**config.mk**
```make
export PLATFORM = sky130hd
export DESIGN_NAME = audio_path_core
export DESIGN_NICKNAME = d
export VERILOG_FILES = /design/src/rtl/audio_path_core.sv
export SDC_FILE = /design/constraint.sdc
export NUM_CORES = 1
export LEC_CHECK = 0
export ABC_AREA = 0
export BUFFER_PORTS_ARGS = -buffer_cell sky130_fd_sc_hd__buf_2
export CAP_MARGIN = 40
export CORE_MARGIN = 5
export CORE_UTILIZATION = 40
export DETAILED_ROUTE_END_ITERATION = 8
export GPL_ROUTABILITY_DRIVEN = 0
export PLACE_DENSITY = 0.62
export SLEW_MARGIN = 20
export SYNTH_ARGS = -nofsm -noshare
export SYNTH_HDL_FRONTEND = slang
export SYNTH_SLANG_ARGS = --single-unit
export TNS_END_PERCENT = 1
```
**constraint.sdc**
```tcl
create_clock -name clk -period 4.6 [get_ports clk]
set_input_delay 0.92 -clock clk [delete_from_list [all_inputs] [get_ports clk]]
set_output_delay 0.92 -clock clk [all_outputs]
set_load 0.01 [all_outputs]
```
**src/rtl/audio_path_core.sv**
```systemverilog
// audio_path_core: mono audio path from the ADC wrapper to an I2S DAC.
// Offset-binary samples become two's complement, get a power-of-two gain,
// pass through a small FIFO and go out as I2S with the same word in both slots.
// Build option: define AUDIO_PATH_SAT_EN to saturate the gain stage;
// without it the gain stage wraps to the low out_res bits.
module audio_path_core #(
    parameter int clk_mhz    = 50,
    parameter int in_res     = 12,
    parameter int out_res    = 16,
    parameter int fifo_depth = 8,
    parameter int bclk_div   = 16,
    parameter int slot_bits  = 32
) (
    input  logic                          clk,
    input  logic                          rst,
    input  logic [in_res-1:0]             adc_sample,
    input  logic                          adc_valid,
    input  logic [2:0]                    gain_shift,
    input  logic                          mute,
    output logic                          mclk,
    output logic                          bclk,
    output logic                          lrclk,
    output logic                          sdata,
    output logic [$clog2(fifo_depth):0]   fifo_level,
    output logic                          overflow,
    output logic                          underflow
);

    // clk_mhz is informational only; it is folded in with weight zero
    localparam int slot_len  = slot_bits * bclk_div;
    localparam int frame_len = 2 * slot_len + 0 * clk_mhz;
    localparam int fc_w      = $clog2(frame_len);
    localparam int ext_w     = out_res + 8;
    localparam int aw        = $clog2(fifo_depth);
    localparam logic [aw:0] full_count = (aw+1)'(fifo_depth);

`ifdef AUDIO_PATH_SAT_EN
    localparam logic signed [ext_w-1:0] sat_max = {{(ext_w-out_res+1){1'b0}}, {(out_res-1){1'b1}}};
    localparam logic signed [ext_w-1:0] sat_min = {{(ext_w-out_res+1){1'b1}}, {(out_res-1){1'b0}}};

    function automatic logic [out_res-1:0] clamp_word(input logic signed [ext_w-1:0] v);
        if (v > sat_max) return {1'b0, {(out_res-1){1'b1}}};
        if (v < sat_min) return {1'b1, {(out_res-1){1'b0}}};
        return v[out_res-1:0];
    endfunction
`else
    function automatic logic [out_res-1:0] clamp_word(input logic signed [ext_w-1:0] v);
        return v[out_res-1:0];
    endfunction
`endif

    // ---- frame timing ----
    logic [fc_w-1:0] fc;
    logic [fc_w-1:0] fc_nxt;
    logic [fc_w-1:0] ph_nxt;
    logic [fc_w-1:0] k_nxt;
    logic            fc_last;

    assign fc_last = (fc == fc_w'(frame_len - 1));
    assign fc_nxt  = fc_last ? '0 : fc + 1'b1;
    assign ph_nxt  = fc_nxt % fc_w'(bclk_div);
    assign k_nxt   = (fc_nxt / fc_w'(bclk_div)) % fc_w'(slot_bits);

    assign mclk  = fc[1];
    assign bclk  = (fc % fc_w'(bclk_div)) >= fc_w'(bclk_div / 2);
    assign lrclk = (fc >= fc_w'(slot_len));

    // Free-running frame counter; everything on the I2S side derives from it
    always_ff @(posedge clk) begin
        if (rst) fc <= '0;
        else     fc <= fc_nxt;
    end

    // ---- stage 1: offset binary to two's complement, sign-extended ----
    logic signed [in_res-1:0] conv;
    logic signed [ext_w-1:0]  smp_p1;
    logic [2:0]               shift_p1;
    logic                     vld_p1;

    assign conv = {~adc_sample[in_res-1], adc_sample[in_res-2:0]};

    // Capture the converted sample and its gain on the ADC strobe
    always_ff @(posedge clk) begin
        if (rst) begin
            vld_p1   <= 1'b0;
            smp_p1   <= '0;
            shift_p1 <= '0;
        end else begin
            vld_p1 <= adc_valid;
            if (adc_valid) begin
                smp_p1   <= {{(ext_w-in_res){conv[in_res-1]}}, conv};
                shift_p1 <= gain_shift;
            end
        end
    end

    // ---- stage 2: gain, clamp, FIFO write ----
    logic signed [ext_w-1:0] shifted_p1;
    logic [out_res-1:0]      wr_word;

    assign shifted_p1 = smp_p1 <<< shift_p1;
    assign wr_word    = clamp_word(shifted_p1);

    logic [out_res-1:0] mem [fifo_depth];
    logic [aw-1:0]      wr_ptr;
    logic [aw-1:0]      rd_ptr;
    logic [aw:0]        count;
    logic               written;
    logic               pop;
    logic               push;
    logic [out_res-1:0] hold;

    // A pop on a full FIFO frees the slot a same-cycle write needs
    assign pop  = fc_last && (count != '0);
    assign push = vld_p1 && ((count != full_count) || pop);
    assign fifo_level = count;

    // FIFO storage; contents are meaningless until the pointers say otherwise
    always_ff @(posedge clk) begin
        if (push) mem[wr_ptr] <= wr_word;
    end

    // FIFO pointers, occupancy, sticky flags and the per-frame holding word
    always_ff @(posedge clk) begin
        if (rst) begin
            wr_ptr    <= '0;
            rd_ptr    <= '0;
            count     <= '0;
            written   <= 1'b0;
            overflow  <= 1'b0;
            underflow <= 1'b0;
            hold      <= '0;
        end else begin
            if (push) begin
                wr_ptr  <= wr_ptr + 1'b1;
                written <= 1'b1;
            end
            if (pop) begin
                rd_ptr <= rd_ptr + 1'b1;
                hold   <= mem[rd_ptr];
            end
            case ({push, pop})
                2'b10:   count <= count + 1'b1;
                2'b01:   count <= count - 1'b1;
                default: count <= count;
            endcase
            if (vld_p1 && !push) overflow <= 1'b1;
            if (fc_last && (count == '0) && written) underflow <= 1'b1;
        end
    end

    // ---- serialiser ----
    logic [out_res-1:0] shreg;
    logic               sdata_q;
    logic               slot_start;
    logic               bit_edge;
    logic               in_word;

    assign slot_start = (fc == '0) || (fc == fc_w'(slot_len));
    assign bit_edge   = (ph_nxt == '0);
    assign in_word    = (k_nxt >= fc_w'(1)) && (k_nxt <= fc_w'(out_res));

    // Reload at each slot start, shift out MSB first on bclk falling edges
    always_ff @(posedge clk) begin
        if (rst) begin
            shreg   <= '0;
            sdata_q <= 1'b0;
        end else begin
            if (slot_start)
                shreg <= hold;
            else if (bit_edge && in_word)
                shreg <= shreg << 1;
            if (bit_edge)
                sdata_q <= in_word ? shreg[out_res-1] : 1'b0;
        end
    end

    // Mute silences the line immediately; the FIFO keeps draining
    assign sdata = sdata_q & ~mute;

endmodule

```
==> flow_metrics.py <==
metrics = {
    "run_status": {
        "status": "completed",
    },
    "sta": {
        "skew_ns": 0.00958,
        "drv_slew": 0,
        "max_freq_mhz": 329,
        "slew_headroom_pct": 48.0,
        "worstMarginPinSlew_ns": 0.758,
        "min_period_over_period_pct": 66.1,
        "fin_crit_ns": 3.04,
        "final_hold_viol_count": 0,
        "setup-tns-final_ns": 0,
        "rsz0062_at_grt": "false",
        "finalSetupViolCount": 0,
    },
    "worst_setup_path": {
        "criticalPathCategory": "flop to flop",
        "worstPathCellList": "ha_1 -> inv_1 -> nor4_4 -> buf_4 -> nand2_1 -> inv_1 -> ha_1 -> a21o_1 -> a21oi_1 -> and3_1 -> nor3_1 -> nor3_1",
        "critical_path.max_fanout": 39,
        "ff2ff_path_depth": 12,
        "r2r_slack_ns": 1.56,
        "critPathLaunchType": "flop",
        "path_buf_inv": 3,
        "r2r_start": "fc[0]$_SDFF_PP0_",
        "critPathCaptureType": "flop",
        "required_ns": 4.96,
        "critPathArrivalTime_ns": 3.40,
        "max_stage_delay_ns": 0.44,
        "cpMaxStageDelayCell": "dfxtp_1",
        "path_delay_family": "simple AND/OR/NAND/NOR gates",
        "worstReg2RegEnd": "fifo_level[3]$_SDFFE_PP0P_",
    },
    "power_and_ir_drop": {
        "power_leakage_nw": 3.22,
        "ir_drop_v": 0.000250,
        "pwr_density_cell_mw_per_mm2": 376,
    },
    "hold_path": {
        "hp-class": "flop to flop",
        "holdPathEnd": "sdata_q$_SDFFE_PP0P_",
        "min_delay_path_depth": 2,
        "min-delay-start": "sdata_q$_SDFFE_PP0P_",
    },
    "logic_synthesis": {
        "synthArstFlopShare_pct": 0,
        "yosys.area.top_type": "edfxtp_1",
        "yosys-top-cells-count": "128 x edfxtp_1, 72 x dfxtp_1, 60 x nor2_1",
        "ys.warnings.count": 0,
        "synth_edf_count": 128,
        "synth_top_area_share_pct": 45.0,
        "synth_fp_nets": 629,
        "synth_area_per_cell_um2": 14.2,
        "syn-cell-area_mm2": 0.00854,
        "netlist_instances": 603,
        "netlist-cell-type-count": 63,
        "ys_ff_latch": 200,
        "synth.area.top_cells": "edfxtp_1 45%, dfxtp_1 17%, mux4_2 8.7%",
        "synth_ff_type": "edfxtp_1",
        "synth_most_common_cell": "edfxtp_1",
        "seq_area_frac_synth_pct": 61.9,
    },
    "clock_tree": {
        "clockRootBuffer": "clkbuf_16",
        "cts_htree_levels": 4,
        "clkTransAtPathRegs_ns": 0.07,
        "numCtsBuffers": 17,
        "cts_tree": "yes",
        "cts_setup_buffers": 0,
        "cts_buffer_depth": 2,
        "clock-sinks": 200,
        "clkLatencyLatePin_ns": 0.43,
        "cts-hold-fix-buffers": 0,
        "cts.repair.resized": 0,
    },
    "cells_and_area": {
        "drive_gt1_share_pct": 23.4,
        "synthToLayoutAreaGrowth_pct": 11.4,
        "fill_cells": 1829,
        "n_antenna_cell": 0,
        "nets": 651,
        "fin_area_mm2": 0.00951,
    },
    "route": {
        "first_iter_violations": 308,
        "wire_per_inst_um": 18.1,
        "via_count": 4848,
        "viasPerCell": 5.31,
        "antenna_left": 0,
        "firstDrtPassIters": 5,
        "wirelength_um": 16600,
        "drc": 0,
    },
    "global_route": {
        "grt-ovfl-total": 0,
        "gr-usage-all-layers_pct": 14.5,
        "antenna_found_initial": 0,
        "grt_pass1_wl_um": 27400,
        "grt_pass1_vias": 5022,
        "grt_max_degree": 40,
    },
    "floorplanning": {
        "die_height_um": 156,
        "initial_utilization_pct": 40.6,
        "core_mm2": 0.0210,
        "ios": 29,
        "die_w_um": 156,
        "dieArea_mm2": 0.0244,
        "rows": 53,
    },
    "placement": {
        "hpwl_um": 11000,
        "place_area_mm2": 0.00894,
        "io_buffers": 28,
    },
    "flow_run": {
        "drv_cap": 0,
    },
}
routing by layer:
metal	GRT usage, %	up-vias	part of all wire, %
met5	0	-	0
met4	3.55	0	0.91
met3	3.99	12	3.4
met2	24.5	69	51
met1	18.5	2432	45
li1	-	2335	-
how the worst max path moves through the flow:
stage / from / endpoint / slack, ns / cells past startpoint
6_report: fc[0]$_SDFF_PP0_ / fifo_level[3]$_SDFFE_PP0P_ / 1.56 / 12
2_1_floorplan: fc[1]$_SDFF_PP0_ / mem[2][0]$_DFFE_PP_ / 1.06 / 6
3_5_place_dp: fc[0]$_SDFF_PP0_ / fifo_level[3]$_SDFFE_PP0P_ / 1.60 / 12
5_1_grt: fc[1]$_SDFF_PP0_ / fifo_level[3]$_SDFFE_PP0P_ / 1.29 / 12
3_3_place_gp: fc[0]$_SDFF_PP0_ / fifo_level[3]$_SDFFE_PP0P_ / 1.77 / 12
4_1_cts: fc[0]$_SDFF_PP0_ / fifo_level[3]$_SDFFE_PP0P_ / 1.59 / 12
through the flow:
stage / util (%) / total power, mW / hold slack [ns] / worst slack, ns / std cells
2_1_floorplan: - / 2.14 / 0.426 / 1.06 / 603
3_3_place_gp: 42.3 / 2.19 / 0.441 / 1.77 / 873
3_5_place_dp: 42.5 / 2.20 / 0.448 / 1.60 / 878
4_1_cts: 45.2 / 3.61 / 0.459 / 1.59 / 910
5_1_grt: 45.3 / 3.71 / 0.485 / 1.29 / 913
6_report: 45.3 / 3.58 / 0.455 / 1.56 / 913
cell usage in the layout, fill, tap and decap left out, types with 3 or more instances in the layout:
cell type	synthesis	routed
a211oi_1	18	18
a21oi_1	11	11
and2_1	3	3
buf_2	8	32
buf_4	0	12
clkbuf_16	0	17
dfxtp_1	72	71
edfxtp_1	128	128
ha_1	6	6
inv_1	8	8
inv_6	0	5
mux2_2	6	6
mux2i_1	45	45
mux4_2	33	33
nand2_1	36	36
nand2b_1	4	4
nand3_1	17	17
nand4_1	17	17
nor2_1	60	60
nor2b_1	5	5
nor3_1	10	8
o211ai_1	7	7
o211ai_2	10	10
o21ai_0	4	4
xnor2_1	8	8
xor2_1	5	5
final cells by class:
cell class                      instances  area, um^2  area share, %
Clock buffer                           19         433           4.55
Inverter                                8        30.0          0.316
Sequential cell                       200        5290           55.6
Clock inverter                         13         119           1.25
Multi-Input combinational cell        351        3000           31.5
Timing Repair Buffer                   47         300           3.16
Tap cell                              275         344           3.62
state kept, by name (all words and copies together), names as in the netlist:
register	flops
fc	10
mem	128
overflow	1
vld_p1	1
rd_ptr	3
shreg	16
hold	16
smp_p1	12
sdata_q	1
fifo_level	4
shift_p1	3
written	1
underflow	1
wr_ptr	3
logic make-up after synthesis:
logic type | count (synthesis) | synth area share, %
flip-flops | 200 | 61.9
adder cells (fa/ha/maj) | 7 | 1.11
buffers and inverters | 52 | 3.63
AO/OA/AOI/OAI | 71 | 7.02
multiplexers | 84 | 14.8
XOR/XNOR | 13 | 1.33
AND/OR/NAND/NOR | 176 | 10.3
report_power, final:
| group | internal (mW) | switching (mW) | total (mW) |
|---|---|---|---|
| logic | 0.0638 | 0.112 | 0.176 |
| registers | 1.95 | 0.0291 | 1.98 |
| clock network | 0.755 | 0.666 | 1.42 |
| total | 2.77 | 0.807 | 3.58 |
worst reg2reg max path, cell delays in order (launching register included):
cell	delay (ns)
dfxtp_1	0.44
ha_1	0.39
inv_1	0.14
nor4_4	0.28
buf_4	0.38
nand2_1	0.19
inv_1	0.13
ha_1	0.24
a21o_1	0.18
a21oi_1	0.19
and3_1	0.21
nor3_1	0.06
nor3_1	0.17
No activity file was read; power rests on OpenSTA's default activity.
